### src/rtl/core_rot_pkg.sv
// core_rot_pkg: shared types for the tile rotation address generator.
// Holds the controller state encoding, the DEGREES input encodings and the
// quarter-turn code type with its conversion helper.
package core_rot_pkg;

  typedef enum logic [1:0] {
    ST_IDLE  = 2'd0,
    ST_LOAD  = 2'd1,
    ST_XFER  = 2'd2,
    ST_DRAIN = 2'd3
  } state_e;

  localparam logic [1:0] P_DEG_0   = 2'd0;
  localparam logic [1:0] P_DEG_90  = 2'd1;
  localparam logic [1:0] P_DEG_180 = 2'd2;
  localparam logic [1:0] P_DEG_270 = 2'd3;

  // Number of counter-clockwise quarter turns, 0..3.
  typedef logic [1:0] qturn_t;

  // Clockwise rotation by d is the same as counter-clockwise by (4 - d) mod 4,
  // which in two bits is just the negation of d.
  function automatic qturn_t quarter_turns(input logic [1:0] degrees, input logic ccw);
    return ccw ? qturn_t'(degrees) : qturn_t'(2'd0 - degrees);
  endfunction

endpackage

### src/rtl/core_rot_dst.sv
// core_rot_dst: destination address walker for one tile.
// Tracks raster row/column of the source pixel and produces the per-channel
// output-buffer byte addresses for the rotated (and optionally mirrored)
// position using only constant adds, so no multiplier is needed.
// Addresses are held at zero whenever neither init_i nor step_i is asserted.
module core_rot_dst
  import core_rot_pkg::*;
#(
  parameter int TILE_W = 8,
  parameter int TILE_H = 8,
  parameter int BPP    = 3,
  parameter int AW     = 8
) (
  input  logic              clk_i,
  input  logic              rst_ni,
  input  logic              init_i,
  input  logic              step_i,
  input  qturn_t            k_i,
  input  logic              mirror_i,
  output logic [BPP*AW-1:0] dst_o,
  output logic              last_o
);

  localparam int CW = $clog2(TILE_W);
  localparam int RW = $clog2(TILE_H);

  localparam logic [AW-1:0] ZERO   = '0;
  localparam logic [AW-1:0] S_PX   = AW'(BPP);
  localparam logic [AW-1:0] S_ROWW = AW'(TILE_W * BPP);
  localparam logic [AW-1:0] S_ROWH = AW'(TILE_H * BPP);
  localparam logic [AW-1:0] A_HM1  = AW'((TILE_H - 1) * BPP);
  localparam logic [AW-1:0] A_WM1  = AW'((TILE_W - 1) * BPP);
  localparam logic [AW-1:0] A_LAST = AW'((TILE_W * TILE_H - 1) * BPP);
  localparam logic [AW-1:0] A_K3   = AW'((TILE_W - 1) * TILE_H * BPP);
  localparam logic [AW-1:0] A_M2   = AW'((TILE_H - 1) * TILE_W * BPP);

  logic [CW-1:0]          col_q, col_d;
  logic [RW-1:0]          row_q, row_d;
  logic [AW-1:0]          rowbase_q, rowbase_d;
  logic [AW-1:0]          base_d;
  logic [AW-1:0]          start_v, colstep_v, rowstep_v;
  logic [BPP-1:0][AW-1:0] slc_q, slc_d;
  logic                   col_last;

  // Per-orientation start address, step along a source row, and step between
  // consecutive source row starts (negative steps wrap modulo 2^AW).
  always_comb begin
    start_v   = ZERO;
    colstep_v = S_PX;
    rowstep_v = S_ROWW;
    unique case ({mirror_i, k_i})
      3'b000: begin start_v = ZERO;   colstep_v = S_PX;          rowstep_v = S_ROWW;        end
      3'b001: begin start_v = A_HM1;  colstep_v = S_ROWH;        rowstep_v = ZERO - S_PX;   end
      3'b010: begin start_v = A_LAST; colstep_v = ZERO - S_PX;   rowstep_v = ZERO - S_ROWW; end
      3'b011: begin start_v = A_K3;   colstep_v = ZERO - S_ROWH; rowstep_v = S_PX;          end
      3'b100: begin start_v = A_WM1;  colstep_v = ZERO - S_PX;   rowstep_v = S_ROWW;        end
      3'b101: begin start_v = ZERO;   colstep_v = S_ROWH;        rowstep_v = S_PX;          end
      3'b110: begin start_v = A_M2;   colstep_v = S_PX;          rowstep_v = ZERO - S_ROWW; end
      3'b111: begin start_v = A_LAST; colstep_v = ZERO - S_ROWH; rowstep_v = ZERO - S_PX;   end
      default: ;
    endcase
  end

  assign col_last = (col_q == CW'(TILE_W - 1));
  assign last_o   = col_last && (row_q == RW'(TILE_H - 1));

  // Advance the walker: restart on init, move one source pixel on step,
  // otherwise park everything at zero.
  always_comb begin
    col_d     = '0;
    row_d     = '0;
    rowbase_d = '0;
    base_d    = '0;
    if (init_i) begin
      rowbase_d = start_v;
      base_d    = start_v;
    end else if (step_i) begin
      if (col_last) begin
        row_d     = row_q + RW'(1);
        rowbase_d = rowbase_q + rowstep_v;
        base_d    = rowbase_q + rowstep_v;
      end else begin
        col_d     = col_q + CW'(1);
        row_d     = row_q;
        rowbase_d = rowbase_q;
        base_d    = slc_q[0] + colstep_v;
      end
    end
    for (int ch = 0; ch < BPP; ch++) begin
      slc_d[ch] = (init_i || step_i) ? base_d + AW'(ch) : '0;
    end
  end

  // Walker state and registered per-channel destination addresses.
  always_ff @(posedge clk_i or negedge rst_ni) begin
    if (!rst_ni) begin
      col_q     <= '0;
      row_q     <= '0;
      rowbase_q <= '0;
      slc_q     <= '0;
    end else begin
      col_q     <= col_d;
      row_q     <= row_d;
      rowbase_q <= rowbase_d;
      slc_q     <= slc_d;
    end
  end

  assign dst_o = slc_q;

endmodule

### src/rtl/core_rot_addr.sv
// core_rot_addr: address generator for a tile rotation engine.
// Sequences LOAD (DMA into input buffer), XFER (one pixel per cycle from the
// input buffer to its rotated slot in the output buffer) and DRAIN (DMA out)
// for each tile of a job. Optional feature macro: ROT_MIRROR_EN adds the
// I_RA_MIRROR input for a horizontal flip after rotation.
module core_rot_addr
  import core_rot_pkg::*;
#(
  parameter int TILE_W    = 8,
  parameter int TILE_H    = 8,
  parameter int BPP       = 3,
  parameter int BUS_BYTES = 4,
  parameter int AW        = 8
) (
  input  logic              I_RA_HCLK,
  input  logic              I_RA_HRESET_N,
  input  logic              I_RA_START,
  input  logic              I_RA_ABORT,
  input  logic [15:0]       I_RA_TILES,
  input  logic [1:0]        I_RA_DEGREES,
  input  logic              I_RA_DIRECTION,
`ifdef ROT_MIRROR_EN
  input  logic              I_RA_MIRROR,
`endif
  input  logic              I_RA_DMA_READY,
  output logic [AW-1:0]     O_RA_IN_WADDR,
  output logic              O_RA_IN_WEN,
  output logic [BPP*AW-1:0] O_RA_SRC_ADDR,
  output logic [BPP*AW-1:0] O_RA_DST_ADDR,
  output logic              O_RA_XFER_VLD,
  output logic [AW-1:0]     O_RA_OUT_RADDR,
  output logic              O_RA_OUT_REN,
  output logic              O_RA_BUSY,
  output logic              O_RA_DONE
);

  localparam logic [AW-1:0] LAST_BEAT = AW'(TILE_W * TILE_H * BPP - BUS_BYTES);
  localparam logic [AW-1:0] STEP_BEAT = AW'(BUS_BYTES);
  localparam logic [AW-1:0] STEP_PX   = AW'(BPP);

  state_e                 state_q, state_d;
  logic [15:0]            tiles_q, tiles_d;
  qturn_t                 k_q, k_d;
  logic                   mirror_q, mirror_d, mirror_in;
  logic [AW-1:0]          waddr_q, waddr_d, raddr_q, raddr_d;
  logic [BPP-1:0][AW-1:0] src_q, src_d;
  logic [AW-1:0]          src_base_d;
  logic                   wen_q, ren_q, xvld_q, busy_q, done_q, done_d;
  logic                   load_last, drain_last, dst_last, dst_init, dst_step;

`ifdef ROT_MIRROR_EN
  assign mirror_in = I_RA_MIRROR;
`else
  assign mirror_in = 1'b0;
`endif

  // Next-state, job configuration capture and address counter updates.
  always_comb begin
    state_d    = state_q;
    tiles_d    = tiles_q;
    k_d        = k_q;
    mirror_d   = mirror_q;
    done_d     = 1'b0;
    load_last  = (state_q == ST_LOAD)  && I_RA_DMA_READY && (waddr_q == LAST_BEAT);
    drain_last = (state_q == ST_DRAIN) && I_RA_DMA_READY && (raddr_q == LAST_BEAT);
    unique case (state_q)
      ST_IDLE: begin
        if (I_RA_START && !I_RA_ABORT) begin
          tiles_d  = I_RA_TILES;
          k_d      = quarter_turns(I_RA_DEGREES, I_RA_DIRECTION);
          mirror_d = mirror_in;
          if (I_RA_TILES != 16'd0) state_d = ST_LOAD;
          else                     done_d  = 1'b1;
        end
      end
      ST_LOAD:  if (load_last) state_d = ST_XFER;
      ST_XFER:  if (dst_last)  state_d = ST_DRAIN;
      ST_DRAIN: begin
        if (drain_last) begin
          if (tiles_q > 16'd1) begin
            tiles_d = tiles_q - 16'd1;
            state_d = ST_LOAD;
          end else begin
            state_d = ST_IDLE;
            done_d  = 1'b1;
          end
        end
      end
      default: state_d = ST_IDLE;
    endcase
    if (I_RA_ABORT) begin
      state_d = ST_IDLE;
      done_d  = 1'b0;
    end

    waddr_d = '0;
    if (state_q == ST_LOAD && state_d == ST_LOAD)
      waddr_d = I_RA_DMA_READY ? waddr_q + STEP_BEAT : waddr_q;
    raddr_d = '0;
    if (state_q == ST_DRAIN && state_d == ST_DRAIN)
      raddr_d = I_RA_DMA_READY ? raddr_q + STEP_BEAT : raddr_q;

    src_base_d = (state_q == ST_XFER && state_d == ST_XFER) ? src_q[0] + STEP_PX : '0;
    for (int ch = 0; ch < BPP; ch++) begin
      src_d[ch] = (state_d == ST_XFER) ? src_base_d + AW'(ch) : '0;
    end

    dst_init = (state_q != ST_XFER) && (state_d == ST_XFER);
    dst_step = (state_q == ST_XFER) && (state_d == ST_XFER);
  end

  // Controller state, latched job configuration and registered outputs.
  always_ff @(posedge I_RA_HCLK or negedge I_RA_HRESET_N) begin
    if (!I_RA_HRESET_N) begin
      state_q  <= ST_IDLE;
      tiles_q  <= '0;
      k_q      <= '0;
      mirror_q <= 1'b0;
      waddr_q  <= '0;
      raddr_q  <= '0;
      src_q    <= '0;
      wen_q    <= 1'b0;
      ren_q    <= 1'b0;
      xvld_q   <= 1'b0;
      busy_q   <= 1'b0;
      done_q   <= 1'b0;
    end else begin
      state_q  <= state_d;
      tiles_q  <= tiles_d;
      k_q      <= k_d;
      mirror_q <= mirror_d;
      waddr_q  <= waddr_d;
      raddr_q  <= raddr_d;
      src_q    <= src_d;
      wen_q    <= (state_d == ST_LOAD);
      ren_q    <= (state_d == ST_DRAIN);
      xvld_q   <= (state_d == ST_XFER);
      busy_q   <= (state_d != ST_IDLE);
      done_q   <= done_d;
    end
  end

  core_rot_dst #(
    .TILE_W (TILE_W),
    .TILE_H (TILE_H),
    .BPP    (BPP),
    .AW     (AW)
  ) u_dst (
    .clk_i    (I_RA_HCLK),
    .rst_ni   (I_RA_HRESET_N),
    .init_i   (dst_init),
    .step_i   (dst_step),
    .k_i      (k_q),
    .mirror_i (mirror_q),
    .dst_o    (O_RA_DST_ADDR),
    .last_o   (dst_last)
  );

  assign O_RA_IN_WADDR  = waddr_q;
  assign O_RA_IN_WEN    = wen_q;
  assign O_RA_SRC_ADDR  = src_q;
  assign O_RA_XFER_VLD  = xvld_q;
  assign O_RA_OUT_RADDR = raddr_q;
  assign O_RA_OUT_REN   = ren_q;
  assign O_RA_BUSY      = busy_q;
  assign O_RA_DONE      = done_q;

endmodule

### config.mk
export PLATFORM = sky130hd
export DESIGN_NAME = core_rot_addr
export DESIGN_NICKNAME = d
export VERILOG_FILES = /design/src/rtl/core_rot_pkg.sv /design/src/rtl/core_rot_dst.sv /design/src/rtl/core_rot_addr.sv
export SDC_FILE = /design/constraint.sdc
export NUM_CORES = 1
export LEC_CHECK = 0
export ABC_AREA = 0
export CAP_MARGIN = 0
export CORE_MARGIN = 2
export CORE_UTILIZATION = 45
export DETAILED_ROUTE_END_ITERATION = 16
export GPL_ROUTABILITY_DRIVEN = 0
export PLACE_DENSITY_LB_ADDON = 0.12
export SYNTH_ARGS = -nofsm -noshare
export SYNTH_HDL_FRONTEND = slang
export SYNTH_HIERARCHICAL = 1
export SYNTH_SLANG_ARGS = --single-unit
### constraint.sdc
create_clock -name I_RA_HCLK -period 4 [get_ports I_RA_HCLK]
set_input_delay 0.4 -clock I_RA_HCLK [delete_from_list [all_inputs] [get_ports I_RA_HCLK]]
set_output_delay 0.4 -clock I_RA_HCLK [all_outputs]
set_load 0.02 [all_outputs]
==> results of run 1 <==
==> cell families (layout without fill, tap and decap cells) <==
kind of cell | after synthesis | after routing | share of synthesized area [%]
compound gates | 121 | 121 | 14.13
xor+xnor | 45 | 45 | 6.664
fa+ha+maj | 42 | 42 | 9.139
buf+inv | 51 | 145 | 4.167
flops | 97 | 97 | 41.04
mux | 16 | 16 | 2.814
other cells | 1 | 7 | 0.06340
simple gates | 240 | 240 | 21.98
==> layout by cell type, fill, tap and decap left out, drive strengths merged, types with 10 or more instances in the layout <==
cell and count:
xnor2 28, clkbuf 10, nand2 56, nor3 39, a21oi 23, nor2 56, clkdlybuf4s50 87, mux2i 11
o21ai 40, nor4 20, buf 21, xor2 17, inv 23, dfrtp 97, ha 40
==> power by group through the flow <==
| stage | clock [uW] | combinational [uW] | sequential (uW) |
|---|---|---|---|
| 2_1_floorplan | 0 | 677 | 1190 |
| 3_3_place_gp | 0 | 899 | 1200 |
| 3_5_place_dp | 0 | 922 | 1200 |
| 4_1_cts | 882 | 929 | 1190 |
| 5_1_grt | 921 | 1040 | 1210 |
| 6_report | 857 | 933 | 1190 |
==> metal layers <==
metal,vias up,wire (um)
met5,-,0
met1,2374,6224
met3,22,578
met4,0,311
met2,129,6895
li1,2376,-
==> registers in the layout (all words and copies together), names as in the netlist, 2 cells and up <==
signal,count
state_q,2
O_RA_OUT_RADDR,6
k_q,2
O_RA_SRC_ADDR,23
u_dst/row_q,3
tiles_q,16
u_dst/col_q,3
u_dst/rowbase_q,8
O_RA_IN_WADDR,6
u_dst/dst_o,23
==> synthesized netlist by cell type (3+ instances only) <==
cell type,n
a211o_1,8
a211oi_1,3
a21oi_1,21
a2bb2oi_1,3
a31oi_1,4
and2_1,5
and3_1,4
buf_2,5
buf_4,7
buf_6,3
clkbuf_1,14
dfrtp_1,97
ha_1,40
inv_1,20
mux2_2,5
mux2i_1,11
nand2_1,55
nand2b_1,6
nand3_1,8
nand3b_1,3
nand4_1,8
nor2_1,55
nor2b_1,8
nor3_1,28
nor3_2,10
nor4_1,20
nor4b_1,4
o211ai_1,3
o21a_1,3
o21ai_0,36
o21ai_1,3
o22a_1,4
o2bb2ai_1,3
or3_1,8
xnor2_1,28
xor2_1,17
==> cell type report <==
type	count	area (um^2)	area share (%)
clock inverters	5	63.81	0.8718
inverters	22	82.58	1.128
repair buffers	108	1028	14.05
well taps	172	215.2	2.940
multi-input cells	471	3273	44.72
clock buffers	10	229.0	3.128
flip-flops and latches	97	2427	33.16
==> stage by stage <==
step | power [uW] | util (%) | worst slack, ps | cells | area [um^2]
2_1_floorplan | 1864 | - | 20.06 | 619 | 5937
3_3_place_gp | 2098 | 55.15 | 192.8 | 870 | 7017
3_5_place_dp | 2127 | 55.15 | 82.84 | 870 | 7017
4_1_cts | 2997 | 57.45 | 206.9 | 885 | 7310
5_1_grt | 3168 | 57.53 | 50.98 | 885 | 7320
6_report | 2980 | 57.53 | 286.2 | 885 | 7320
==> worst max-delay path: stages, from the launching register on <==
cell and delay, ps:
dfrtp_1 430, or4_4 570, or4_1 460, o21a_1 250
o211ai_4 200, inv_2 70, nor3_1 190, buf_4 170
and2b_1 230, nand2_1 170, a21oi_2 70, nor3_4 430
nor3_1 160, xor2_1 170
==> how the worst max path moves through the flow <==
stage / startpoint / to / cells after the start
6_report: tiles_q[10]$_DFFE_PN0P_ / u_dst/dst_o[14]$_DFF_PN0_ / 13
5_1_grt: u_dst/row_q[0]$_DFFE_PN0P_ / u_dst/dst_o[14]$_DFF_PN0_ / 16
4_1_cts: tiles_q[10]$_DFFE_PN0P_ / u_dst/dst_o[15]$_DFF_PN0_ / 14
3_5_place_dp: I_RA_DMA_READY / u_dst/dst_o[15]$_DFF_PN0_ / 15
3_3_place_gp: I_RA_DMA_READY / u_dst/dst_o[15]$_DFF_PN0_ / 15
2_1_floorplan: u_dst/col_q[0]$_DFF_PN0_ / u_dst/dst_o[15]$_DFF_PN0_ / 19
==> out/metrics.cfg, run 1 <==
[yosys]
synthesis.area_um2 = 5914
synth_edf_count = 0
synthTopCellsByArea = dfrtp_1, ha_1, xnor2_1
synthArstFlopShare_pct = 100.0
yosys_warnings = 6
synth.avg_cell_area_um2 = 9.648
yosysTopAreaCell = dfrtp_1
yosysUniqueCellTypes = 79
synth_seq_cells = 97
synth_top_area_share_pct = 41.04
ys_seq_area_share_pct = 41.04
syn_inst = 613
ys.flop_type = dfrtp_1

[global_route]
grt_pass1_vias = 4969
grt_max_degree = 71
grt_pass1_wl_um = 23890
grt-busiest-layer = met2
grtUsageTotal_pct = 20.87
antenna_found_initial = 0
met1_usage_pct = 26.76
gr-usage-met3_pct = 3.185
grt_overflow_total = 0
met2_usage_pct = 34.99

[clock_tree]
root_buffer = clkbuf_16
clk_latency_ps = 340
htreeDepth = 3
cts_sinks = 97
cts_tree = yes
cts_setup_buffers = 0
cts_buffers = 9
post_cts_resized = 0
path_clk_slew_ps = 60
clock_path_buffers = 2
ctsHoldBuffers = 0

[die]
rows = 41
pin_count = 93
fp.coreArea_um2 = 12720
start_util_pct = 46.49
die_area_um2 = 14080
fp.dieW_um = 118.6
die_h_um = 118.6

[sta]
fin_crit_sh_pct = 92.84
fin_hold_ws_ps = 179.2
rsz0062_at_grt = false
final_hold_viol_count = 0
relSlewSlack_pct = 38.36
tightest_slew_ps = 924.6
setup_violations = 0
fin_tns_setup_ps = 0
fin_worst_skew_ps = 5.035
final-max-slew-violation-count = 0
finalCriticalPeriod_ps = 3714
fmax_mhz = 269.3

[power]
seq_power_share_pct = 39.9
swShare_pct = 35.17
power_density_nw_per_um2 = 407.1
intPower_uw = 1932
power.switching_uw = 1048
leakage_uw = 0.003166
combPwrFrac_pct = 31.3
power_frac_clock_pct = 28.8
ir_drop_uv = 310.7

[route]
routedWlPerCell_um = 15.83
routed_via_density = 5.538
ant_nets = 0
drt_iter0_markers = 325
drt-pass1-iter-count = 5
drc = 0
drt_wl_total_um = 14010
vias = 4901

[worst_setup_path]
worst-setup-path-type = reg2reg
cp.arrival_ps = 3930
crit_path_end_kind = flip-flop
reg2reg_slack_ps = 290
crit_fanout = 7
cp.required_ps = 4210
r2r-end = u_dst/dst_o[14]$_DFF_PN0_
worst_r2r_path_depth = 13
reg2reg_from = tiles_q[10]$_DFFE_PN0P_
critPathLaunchType = flip-flop

[final_layout]
fin_nets = 775
n_fill_cell = 1149
syn2layout_area_growth_pct = 23.76
insertedDiodeCount = 0
drive_above_1_share_pct = 9.958

[worst_hold_path]
worst_hold_path_type = in2async

[place]
portBuffers = 88
hpwl_um = 10420

[outcome]
outcome = finished clean

[job]
cap_violations = 0

No activity file was read; power rests on OpenSTA's default activity.
==> run 2: changes to the inputs <==
==> constraint.sdc (replaced) <==
create_clock -name I_RA_HCLK -period 4 [get_ports I_RA_HCLK]
set_input_delay 0.6 -clock I_RA_HCLK [delete_from_list [all_inputs] [get_ports I_RA_HCLK]]
set_output_delay 0.6 -clock I_RA_HCLK [all_outputs]
set_load 0.02 [all_outputs]
==> out/metrics.cfg, run 2 (synthesized netlist as in run 1, its figures left out) <==
[global_route]
grt_max_degree = 74
grt_pass1_wl_um = 24120
grtUsageTotal_pct = 21.00
grt_overflow_total = 0
antenna_found_initial = 0
grt_pass1_vias = 4995

[route]
drc = 0
routedWlPerCell_um = 15.90
ant_nets = 0
routed_via_density = 5.507
vias = 4907
drt_iter0_markers = 287
drt-pass1-iter-count = 5
drt_wl_total_um = 14170

[sta]
finalCriticalPeriod_ps = 3673
setup_slack_ps = 327.0
fin_crit_sh_pct = 91.83
rsz0062_at_grt = false
fmax_mhz = 272.3
fin_worst_skew_ps = 6.059
relSlewSlack_pct = 37.31
final_hold_viol_count = 0
final-max-slew-violation-count = 0
setup_violations = 0
tightest_slew_ps = 940.4
fin_hold_ws_ps = 391.5

[outcome]
outcome = finished clean

[place]
dp_slack_ps = -49.28
place_area_um2 = 7054
portBuffers = 88
hpwl_um = 10590

[worst_setup_path]
worst-setup-path-type = reg2reg
worst_r2r_path_depth = 14
critPathLaunchType = flip-flop
crit_fanout = 7
cp.arrival_ps = 3950
crit_path_end_kind = flip-flop
cp.required_ps = 4270

[power]
leakage_uw = 0.003190
ir_drop_uv = 306.2
power_density_nw_per_um2 = 403.3

[final_layout]
finish.instance_area_um2 = 7347
drive_above_1_share_pct = 10.71
insertedDiodeCount = 0
layout_commonest_cell = dfrtp_1
syn2layout_area_growth_pct = 24.22
layout_common_cells = dfrtp_1, clkdlybuf4s50_1, nand2_1, nor2_1, ha_1
fin_nets = 780

[clock_tree]
ctsHoldBuffers = 0
htreeDepth = 3
cts_buffers = 9
clock_path_buffers = 2
cts_tree = yes
clk_latency_ps = 350
root_buffer = clkbuf_16
path_clk_slew_ps = 70
cts_sinks = 97
cts_setup_buffers = 0

[die]
die_area_um2 = 14080
fp.coreArea_um2 = 12720
start_util_pct = 46.49
fp.dieW_um = 118.6
die_h_um = 118.6
pin_count = 93
rows = 41

[worst_hold_path]
worst_hold_path_type = in2async

[job]
cap_violations = 0

==> run 2: area by class of cell <==
class / count / area, um^2
flip-flops and latches: 97 / 2427
well taps: 172 / 215.2
inverters: 22 / 82.58
clock buffers: 9 / 225.2
multi-input cells: 471 / 3269
fillers: 1171 / 5375
clock inverters: 7 / 61.31
repair buffers: 113 / 1066
==> run 2: power by group <==
group / internal, uW / switching [uW]
combinational: 369 / 568
clock: 434 / 402
sequential: 1070 / 119
total: 1870 / 1090
==> run 2: worst paths after layout <==
| check | from | to | slack (ps) |
|---|---|---|---|
| setup / recovery | tiles_q[10]$_DFFE_PN0P_ | u_dst/dst_o[23]$_DFF_PN0_ | 330 |
| hold / removal | I_RA_HRESET_N | k_q[1]$_DFFE_PN0P_ | 390 |
| setup reg to reg | tiles_q[10]$_DFFE_PN0P_ | u_dst/dst_o[23]$_DFF_PN0_ | 330 |
| hold reg to reg | u_dst/col_q[0]$_DFF_PN0_ | u_dst/col_q[0]$_DFF_PN0_ | 440 |
| max in group asynchronous | I_RA_HRESET_N | u_dst/dst_o[13]$_DFF_PN0_ | 2740 |
| min in group I_RA_HCLK | u_dst/col_q[0]$_DFF_PN0_ | u_dst/col_q[0]$_DFF_PN0_ | 440 |
==> run 2: through the flow <==
| stage | std cells | setup TNS, ps | utilization, % | total power, uW |
|---|---|---|---|---|
| 2_1_floorplan | 619 | 0 | - | 1864 |
| 3_3_place_gp | 875 | 0 | 55.45 | 2098 |
| 3_5_place_dp | 875 | -81.61 | 55.45 | 2121 |
| 4_1_cts | 891 | 0 | 57.70 | 2973 |
| 5_1_grt | 891 | 0 | 57.75 | 3142 |
| 6_report | 891 | 0 | 57.75 | 2963 |
==> run 2: worst max-delay path, stage by stage, from the launching register on <==
cell	delay [ps]
dfrtp_1	430
or4_4	580
or4_4	480
o21a_1	250
o211ai_4	210
inv_2	70
nor2_2	210
nand2b_4	90
buf_4	150
nor2_4	150
nand2b_1	100
o221ai_2	290
nand2_2	160
nor4b_4	280
xnor2_1	140
==> run 2: repair_timing <==
action | 4_1_cts | 5_1_grt
setup endpoints to repair | 0 | 6
resized for setup | 0 | 2
hold endpoints to repair | 0 | 0
==> run 2: routing by layer <==
| layer | vias to the layer above | wire (um) | track usage (%) | share of wire [%] |
|---|---|---|---|---|
| met5 | - | 0 | 0 | 0 |
| met4 | 0 | 401 | 9.301 | 2.8 |
| met3 | 33 | 517 | 3.571 | 3.6 |
| met2 | 126 | 6764 | 33.55 | 48 |
| met1 | 2365 | 6488 | 28.00 | 46 |
| li1 | 2383 | - | - | - |
